<file path="config.mk">
export PLATFORM = sky130hd
export DESIGN_NAME = cache_arbiter_rr
export DESIGN_NICKNAME = d
export VERILOG_FILES = /design/src/rtl/cache_arbiter_rr.sv
export SDC_FILE = /design/constraint.sdc
export NUM_CORES = 1
export LEC_CHECK = 0
export CAP_MARGIN = 20
export CORE_AREA = 2 2 538 540
export CTS_CLUSTER_DIAMETER = 100
export CTS_CLUSTER_SIZE = 16
export DETAILED_ROUTE_END_ITERATION = 10
export DIE_AREA = 0 0 540 542
export PLACE_DENSITY = 0.3
export SETUP_SLACK_MARGIN = 0.05
export SYNTH_ARGS = -nofsm -noshare
export SYNTH_HDL_FRONTEND = slang
export SYNTH_SLANG_ARGS = --single-unit
</file>
<file path="constraint.sdc">
create_clock -name clk -period 2.2 [get_ports clk]
set_input_delay 0.33 -clock clk [delete_from_list [all_inputs] [get_ports clk]]
set_output_delay 0.33 -clock clk [all_outputs]
set_load 0.05 [all_outputs]
</file>
<file path="src/rtl/cache_arbiter_rr.sv">
// cache_arbiter_rr: N-port round-robin L1-to-L2 line arbiter with integrated MAR/MDR latches
//   clk, rst                 : clock, synchronous active-high reset
//   port_read/port_write     : per-port level requests, held until port_resp
//   port_addr/port_wdata     : per-port address and write line, port i at [i*W +: W]
//   port_rdata/port_resp     : broadcast read line and one-hot completion pulse
//   l2_addr/l2_wdata         : registered address and write line towards L2
//   l2_read/l2_write/l2_resp : L2 strobes held until the L2 completion pulse
//   l2_rdata                 : L2 read line
//   busy/grant_id/arb_error  : status, current or last grant, sticky watchdog error
//   Optional ARB_TIMEOUT_EN  : L2 watchdog that forces completion after TIMEOUT_CYCLES
module cache_arbiter_rr #(
  parameter int N_PORTS        = 2,
  parameter int ADDR_WIDTH     = 32,
  parameter int LINE_WIDTH     = 256,
  parameter int TIMEOUT_CYCLES = 1023
) (
  input  logic                                           clk,
  input  logic                                           rst,
  input  logic [N_PORTS-1:0]                             port_read,
  input  logic [N_PORTS-1:0]                             port_write,
  input  logic [N_PORTS*ADDR_WIDTH-1:0]                  port_addr,
  input  logic [N_PORTS*LINE_WIDTH-1:0]                  port_wdata,
  output logic [LINE_WIDTH-1:0]                          port_rdata,
  output logic [N_PORTS-1:0]                             port_resp,
  output logic [ADDR_WIDTH-1:0]                          l2_addr,
  output logic [LINE_WIDTH-1:0]                          l2_wdata,
  input  logic [LINE_WIDTH-1:0]                          l2_rdata,
  output logic                                           l2_read,
  output logic                                           l2_write,
  input  logic                                           l2_resp,
  output logic                                           busy,
  output logic [(N_PORTS > 1 ? $clog2(N_PORTS) : 1)-1:0] grant_id,
  output logic                                           arb_error
);
  localparam int GW = (N_PORTS > 1) ? $clog2(N_PORTS) : 1;
  typedef enum logic [1:0] {IDLE, ISSUE, RESP} state_t;
  state_t r_state, w_next;
  logic [GW-1:0] r_last, r_grant, w_win, w_idx;
  logic [ADDR_WIDTH-1:0] r_addr;
  logic [LINE_WIDTH-1:0] r_wdata, r_rdata;
  logic [N_PORTS-1:0] w_req;
  logic r_is_write, w_found, w_timeout;
  assign w_req = port_read | port_write;
  // First requester at or after last grant + 1, wrapping.
  always_comb begin
    w_found = 1'b0;
    w_win = '0;
    w_idx = '0;
    for (int k = 0; k < N_PORTS; k++) begin
      w_idx = GW'((int'(r_last) + 1 + k) % N_PORTS);
      if (!w_found && w_req[w_idx]) begin
        w_found = 1'b1;
        w_win = w_idx;
      end
    end
  end
`ifdef ARB_TIMEOUT_EN
  localparam int CW = $clog2(TIMEOUT_CYCLES + 1);
  logic [CW-1:0] r_cnt;
  logic r_err;
  // Counter is zero outside ISSUE, so it is already cleared on entry.
  always_ff @(posedge clk) begin
    if (rst) begin
      r_cnt <= '0;
      r_err <= 1'b0;
    end else begin
      r_cnt <= (r_state == ISSUE) ? r_cnt + 1'b1 : '0;
      if (w_timeout) r_err <= 1'b1;
    end
  end
  assign w_timeout = (r_state == ISSUE) && !l2_resp && (r_cnt == CW'(TIMEOUT_CYCLES - 1));
  assign arb_error = r_err;
`else
  logic w_unused_timeout;
  assign w_unused_timeout = |TIMEOUT_CYCLES;
  assign w_timeout = 1'b0;
  assign arb_error = 1'b0;
`endif
  always_comb begin
    w_next = (r_state == IDLE)  ? (w_found ? ISSUE : IDLE) :
             (r_state == ISSUE) ? ((l2_resp || w_timeout) ? RESP : ISSUE) : IDLE;
  end
  always_ff @(posedge clk) begin
    if (rst) begin
      r_state    <= IDLE;
      r_last     <= GW'(N_PORTS - 1);
      r_grant    <= '0;
      r_addr     <= '0;
      r_wdata    <= '0;
      r_rdata    <= '0;
      r_is_write <= 1'b0;
    end else begin
      r_state <= w_next;
      if (r_state == IDLE && w_found) begin
        r_addr     <= port_addr[w_win*ADDR_WIDTH +: ADDR_WIDTH];
        r_wdata    <= port_wdata[w_win*LINE_WIDTH +: LINE_WIDTH];
        r_is_write <= port_write[w_win];
        r_grant    <= w_win;
        r_last     <= w_win;
      end
      if (r_state == ISSUE && l2_resp && !r_is_write) r_rdata <= l2_rdata;
    end
  end
  assign l2_read    = (r_state == ISSUE) && !r_is_write;
  assign l2_write   = (r_state == ISSUE) && r_is_write;
  assign port_resp  = (r_state == RESP) ? N_PORTS'(1) << r_grant : '0;
  assign busy       = (r_state != IDLE);
  assign grant_id   = r_grant;
  assign l2_addr    = r_addr;
  assign l2_wdata   = r_wdata;
  assign port_rdata = r_rdata;
endmodule

</file>
==> flow_summary.yaml, run 1 <==
sta:
  setup_ws_ns: 0.120
  fmax_ghz: 0.481
  period_share_pct: 94.5
  setup-tns-final_ns: 0
  skew_ns: 0.0457
  relSlewSlack_pct: 53.7
  hold_viol_final: 0
  maxSlewViolCount: 0
  setup_viol: 0
  worstMarginPinSlew_ns: 0.697
  rsz0062_at_grt: "yes"
  min_period_ns: 2.08
synth:
  ys_ff_latch: 549
  synth_warnings: 0
  syn_nets: 3683
  yosysSeqAreaShare_pct: 45.9
  synth_area_per_cell_sq_um: 8.43
  syn_inst: 2844
  yosysUniqueCellTypes: 29
  netlist_area_sq_mm: 0.0240
detailed_routing:
  via_count: 28900
  dr.pass1.iters: 5
  drt-wirelength-per-cell_um: 26.0
  drc: 0
  drt_iter0_drc: 1742
  avgViaCountPerCell: 3.57
  wl_um: 210000
  drtAntennaViolNets: 0
clocking:
  clk_latency_ns: 0.73
  cts_tree: "done"
  htreeDepth: 2
  cts-root-buf: "clkbuf_16"
  clk_pin_slew_ns: 0.08
  cts_buffer_depth: 3
  cts_sinks: 549
  cts_buffers: 54
critical_path:
  cp_max_fo: 4
  cp-start-kind: "flip-flop"
  crit_slowest_cell: "dfxtp_4"
  critical_path_buf_inv_count: 4
  worstPathArrival_ns: 1.75
  crit_family: "buffers and inverters"
  worstPathCellList: "nor2_4 -> buf_12 -> buf_16 -> clkinvlp_4 -> buf_12"
  path_class: "flip-flop to primary output"
  cpMostUsedCell: "buf_12"
  endpoint_kind: "primary output"
  required_ns: 1.87
  max_stage_delay_ns: 0.36
floorplan:
  die_h_um: 542
  die_area_sq_mm: 0.293
  core_sq_mm: 0.287
  start_util_pct: 8.35
  num_io_pins: 1390
  dieWidth_um: 540
  rows: 197
place:
  dp_hpwl_um: 173000
  dp_slack_ns: -0.488
  gp_congestion: 0.864
  io_buffers: 1388
global_routing:
  grt_pass1_wl_um: 276000
  grt_max_degree: 79
  grt_pass1_vias: 29200
  grt_util_all_layers_pct: 13.7
  gr-total-overflow: 0
  antenna_found_initial: 124
final_layout:
  nets: 5093
  area_growth_pct: 91.0
  post-route-util_pct: 16.0
  layout-drive-gt1-share_pct: 17.0
pwr:
  p_total_uw: 34300
  vdd_ir_drop_max_mv: 0.639
  p_leak_uw: 0.0169
  power.density_mw_per_mm2: 750
min_path:
  hp-class: "input port to flip-flop"
flow_run:
  maxCapViolCount: 0
outcome:
  status: "complete, no violations"
## metal layers
layer / global-route usage (%) / up-vias / routed length (um)
met5: 0 / - / 560
met1: 15.5 / 14000 / 82200
met4: 2.73 / 92 / 4480
met2: 24.3 / 1298 / 104000
li1: - / 13200 / -
met3: 5.20 / 308 / 19200
## cells by family after synthesis
kind of cell / after synthesis / synth area share (%)
AOI/OAI and AO/OA: 1129 / 33.4
buffers and inverters: 346 / 6.23
DFF: 549 / 45.9
other: 1 / 0.0156
and+or+nand+nor: 819 / 14.5
## worst paths after layout
check | start | end | cells past startpoint | slack [ns]
worst max-delay path | r_state[0]$_SDFF_PP0_ | busy | 5 | 0.12
worst min-delay path | l2_rdata[218] | port_rdata[218]$_SDFFE_PP0P_ | 3 | 0.16
worst max register to register | r_state[0]$_SDFF_PP0_ | l2_wdata[202]$_SDFFE_PP0P_ | 6 | 0.28
worst min register to register | port_rdata[233]$_SDFFE_PP0P_ | port_rdata[233]$_SDFFE_PP0P_ | 2 | 0.45
## flip-flops by register name, indices dropped and copies added, names as in the netlist
| name | flops |
|---|---|
| l2_wdata | 256 |
| port_rdata | 256 |
| l2_addr | 32 |
| r_state | 2 |
| grant_id | 1 |
| r_is_write | 1 |
| r_last | 1 |
## synth_stat cells
cell type | count | share of area [%]
or2_2 | 1 | 0.026
inv_1 | 1 | 0.016
and3b_1 | 1 | 0.037
nor2b_1 | 2 | 0.052
a21bo_2 | 1 | 0.042
nor2_1 | 3 | 0.047
buf_1 | 2 | 0.031
nand2_1 | 515 | 8.1
nand2b_1 | 1 | 0.026
nand4bb_1 | 1 | 0.047
a21oi_1 | 547 | 11
nand3_1 | 289 | 6.0
nor3b_1 | 1 | 0.031
buf_4 | 1 | 0.031
clkbuf_1 | 314 | 4.9
nor3_1 | 1 | 0.021
dfxtp_1 | 549 | 46
buf_6 | 25 | 1.2
and2_1 | 2 | 0.052
nor4bb_1 | 1 | 0.042
a311oi_2 | 200 | 13
a311oi_1 | 89 | 3.3
a211o_1 | 1 | 0.037
buf_2 | 3 | 0.063
or4_1 | 1 | 0.031
o21ai_1 | 10 | 0.21
o21a_1 | 1 | 0.031
o21ai_0 | 280 | 5.8
conb_1 | 1 | 0.016
## layout make-up
type,count,area (sq um)
well taps,3781,4730
multi-input cells,1949,11600
diodes,18,45.0
inverters,1,7.51
repair buffers,1699,16500
clock buffers,62,1460
fillers,32500,241000
clock inverters,32,430
flip-flops and latches,549,11000
## what timing repair did
action / in CTS / in global routing
gates cloned: 1 / 0
gates resized for setup: 494 / 3
setup endpoints to repair: 455 / 1
hold endpoints to repair: 9 / 0
pin swaps: 1 / 1
hold buffers: 1 / 0
buffers inserted: 0 / 7
## cell usage in the layout (no fill, tap or decap), drive strengths merged, types with 9 or more instances in the layout
cell	count
nand3	289
clkbuf	62
buf	408
dlygate4sd2	429
clkinv	9
clkdlybuf4s50	837
o21ai	290
nand2	515
inv	11
dfxtp	549
a311oi	289
a21oi	547
clkdlybuf4s15	23
diode	18
## metrics by stage
| step | cell area (sq um) | hold slack (ns) | instances |
|---|---|---|---|
| 2_1_floorplan | 24000 | 0.444 | 2844 |
| 3_3_place_gp | 44200 | 0.441 | 7970 |
| 3_5_place_dp | 44200 | 0.446 | 7970 |
| 4_1_cts | 45700 | 0.0448 | 8066 |
| 5_1_grt | 45700 | 0.0928 | 8078 |
| 6_report | 45800 | 0.164 | 8091 |
## worst register-to-register path, delay by kind of cell (launching register included)
kind                   cells  cell delay, ns
buffers and inverters      3            0.90
and+or+nand+nor            1            0.15
AOI/OAI and AO/OA          2            0.42
DFF                        1            0.36
## report_power, final
| group | internal (uW) | switching, uW | leakage (uW) | total, uW |
|---|---|---|---|---|
| clock network | 5490 | 5260 | 0.000907 | 10700 |
| registers | 10900 | 644 | 0.00452 | 11500 |
| logic | 4290 | 7770 | 0.0115 | 12100 |
Power figures use the tool's default switching activity.
==> inputs of run 2 (changes only) <==
--- a/config.mk
+++ b/config.mk
@@ -13,6 +13,7 @@
 export DIE_AREA = 0 0 540 542
 export PLACE_DENSITY = 0.3
 export SETUP_SLACK_MARGIN = 0.05
+export SKIP_LAST_GASP = 1
 export SYNTH_ARGS = -nofsm -noshare
 export SYNTH_HDL_FRONTEND = slang
 export SYNTH_SLANG_ARGS = --single-unit
==> run 2 against run 1 <==
Largest cell class unchanged. Global-route usage is the same. Wire length hardly changed. Highest routed layer unchanged. Critical path type unchanged. Register-to-register slack hardly changed. Combinational power barely moved. Critical endpoint unchanged. Core utilization about the same.
==> flow_summary.yaml, run 2 (same netlist as run 1, synthesis figures left out) <==
global_routing:
  grt_pass1_wl_um: 276000
  grt_max_degree: 79
  antenna_found_initial: 124
  grt_use_met3_pct: 5.20
  grt_util_all_layers_pct: 13.7
  grtUsageMet1_pct: 15.5
  gr-usage-met2_pct: 24.3
  grt_pass1_vias: 29200
  busiest_layer: "met2"
  gr-total-overflow: 0
sta:
  relSlewSlack_pct: 53.7
  setup_ws_ns: 0.101
  period_share_pct: 95.4
  hold_viol_final: 0
  setup_viol: 0
  skew_ns: 0.0441
  fmax_ghz: 0.476
  maxSlewViolCount: 0
  min_period_ns: 2.10
  worstMarginPinSlew_ns: 0.697
  setup-tns-final_ns: 0
  rsz0062_at_grt: "yes"
critical_path:
  cp_max_fo: 4
  cp-endpoint: "busy"
  path_class: "flip-flop to primary output"
  required_ns: 1.87
  cp-start-kind: "flip-flop"
  endpoint_kind: "primary output"
  r2r_end: "l2_wdata[202]$_SDFFE_PP0P_"
  startpoint: "r_state[0]$_SDFF_PP0_"
  r2r_cells: 6
  r2r-start: "r_state[0]$_SDFF_PP0_"
  worstPathArrival_ns: 1.77
  reg2reg_slack_ns: 0.27
min_path:
  hp-class: "input port to flip-flop"
place:
  io_buffers: 1388
  dp_slack_ns: -0.488
  gp_congestion: 0.864
  dp_hpwl_um: 173000
clocking:
  cts_sinks: 549
  cts_buffers: 54
  clk_latency_ns: 0.73
  cts-root-buf: "clkbuf_16"
  cts_tree: "done"
  clk_pin_slew_ns: 0.08
  htreeDepth: 2
  cts_buffer_depth: 3
floorplan:
  dieWidth_um: 540
  die_area_sq_mm: 0.293
  die_h_um: 542
  rows: 197
  num_io_pins: 1390
  core_sq_mm: 0.287
  start_util_pct: 8.35
detailed_routing:
  drtAntennaViolNets: 0
  via_count: 28800
  wl_um: 210000
  drt_iter0_drc: 1674
  drc: 0
  avgViaCountPerCell: 3.56
  drt-wirelength-per-cell_um: 26.0
  dr.pass1.iters: 6
pwr:
  p_leak_uw: 0.0169
  p_total_uw: 34300
  power.density_mw_per_mm2: 750
  vdd_ir_drop_max_mv: 0.637
outcome:
  status: "complete, no violations"
final_layout:
  layout-drive-gt1-share_pct: 17.0
  mostFrequentLayoutCells: "837 x clkdlybuf4s50_1, 547 x a21oi_1, 546 x dfxtp_1"
  nets: 5093
  layout_commonest_cell: "clkdlybuf4s50_1"
  area_growth_pct: 91.0
  post-route-util_pct: 16.0
flow_run:
  maxCapViolCount: 0
## run 2: metrics by stage
step	cell area [sq um]	cells	hold WS (ns)
floorplan	24000	2844	0.444
global placement	44200	7970	0.441
detailed placement	44200	7970	0.446
CTS	45700	8066	0.0448
global route	45700	8078	0.0928
finish	45800	8092	0.164
## run 2: routing by layer
| layer | share of wire, % | vias to the layer above |
|---|---|---|
| met5 | 0.26 | - |
| li1 | - | 13200 |
| met1 | 39 | 14000 |
| met3 | 9.1 | 303 |
| met4 | 2.1 | 90 |
| met2 | 49 | 1287 |
## run 2: worst min-delay path by stage
stage	endpoint	cells after the start	slack [ns]	start
after floorplan	r_state[1]$_SDFF_PP0_	2	0.44	l2_resp
after global placement	port_rdata[243]$_SDFFE_PP0P_	2	0.44	port_rdata[243]$_SDFFE_PP0P_
after detailed placement	port_rdata[254]$_SDFFE_PP0P_	2	0.45	port_rdata[254]$_SDFFE_PP0P_
after CTS	port_rdata[218]$_SDFFE_PP0P_	3	0.04	l2_rdata[218]
after global routing	port_rdata[2]$_SDFFE_PP0P_	3	0.09	l2_rdata[2]
final	port_rdata[218]$_SDFFE_PP0P_	3	0.16	l2_rdata[218]
## run 2: final cells by class
type,instances,area [sq um]
Tap cell,3781,4730
Clock inverter,32,430
Antenna cell,19,47.5
Fill cell,32500,241000
Sequential cell,549,11000
Clock buffer,62,1460
Timing Repair Buffer,1699,16500
Inverter,1,7.51
Multi-Input combinational cell,1949,11600
## run 2: worst max-delay path: stages (launching register included)
cell and delay, ns:
dfxtp_4 0.36, nor2_4 0.15, buf_12 0.14, buf_16 0.11
clkinvlp_4 0.12, buf_12 0.17
## run 2: what timing repair did
item	in CTS	in global routing
buffers inserted	0	7
endpoints found under the hold margin	9	0
endpoints found under the setup margin	455	1
gates resized for setup	494	2
pin swaps	1	1
cloned	1	0
hold buffers	1	0
## run 2: where the power goes
group / switching, uW / internal, uW
Sequential: 648 / 10900
Clock: 5280 / 5490
Combinational: 7780 / 4290
Total: 13700 / 20600
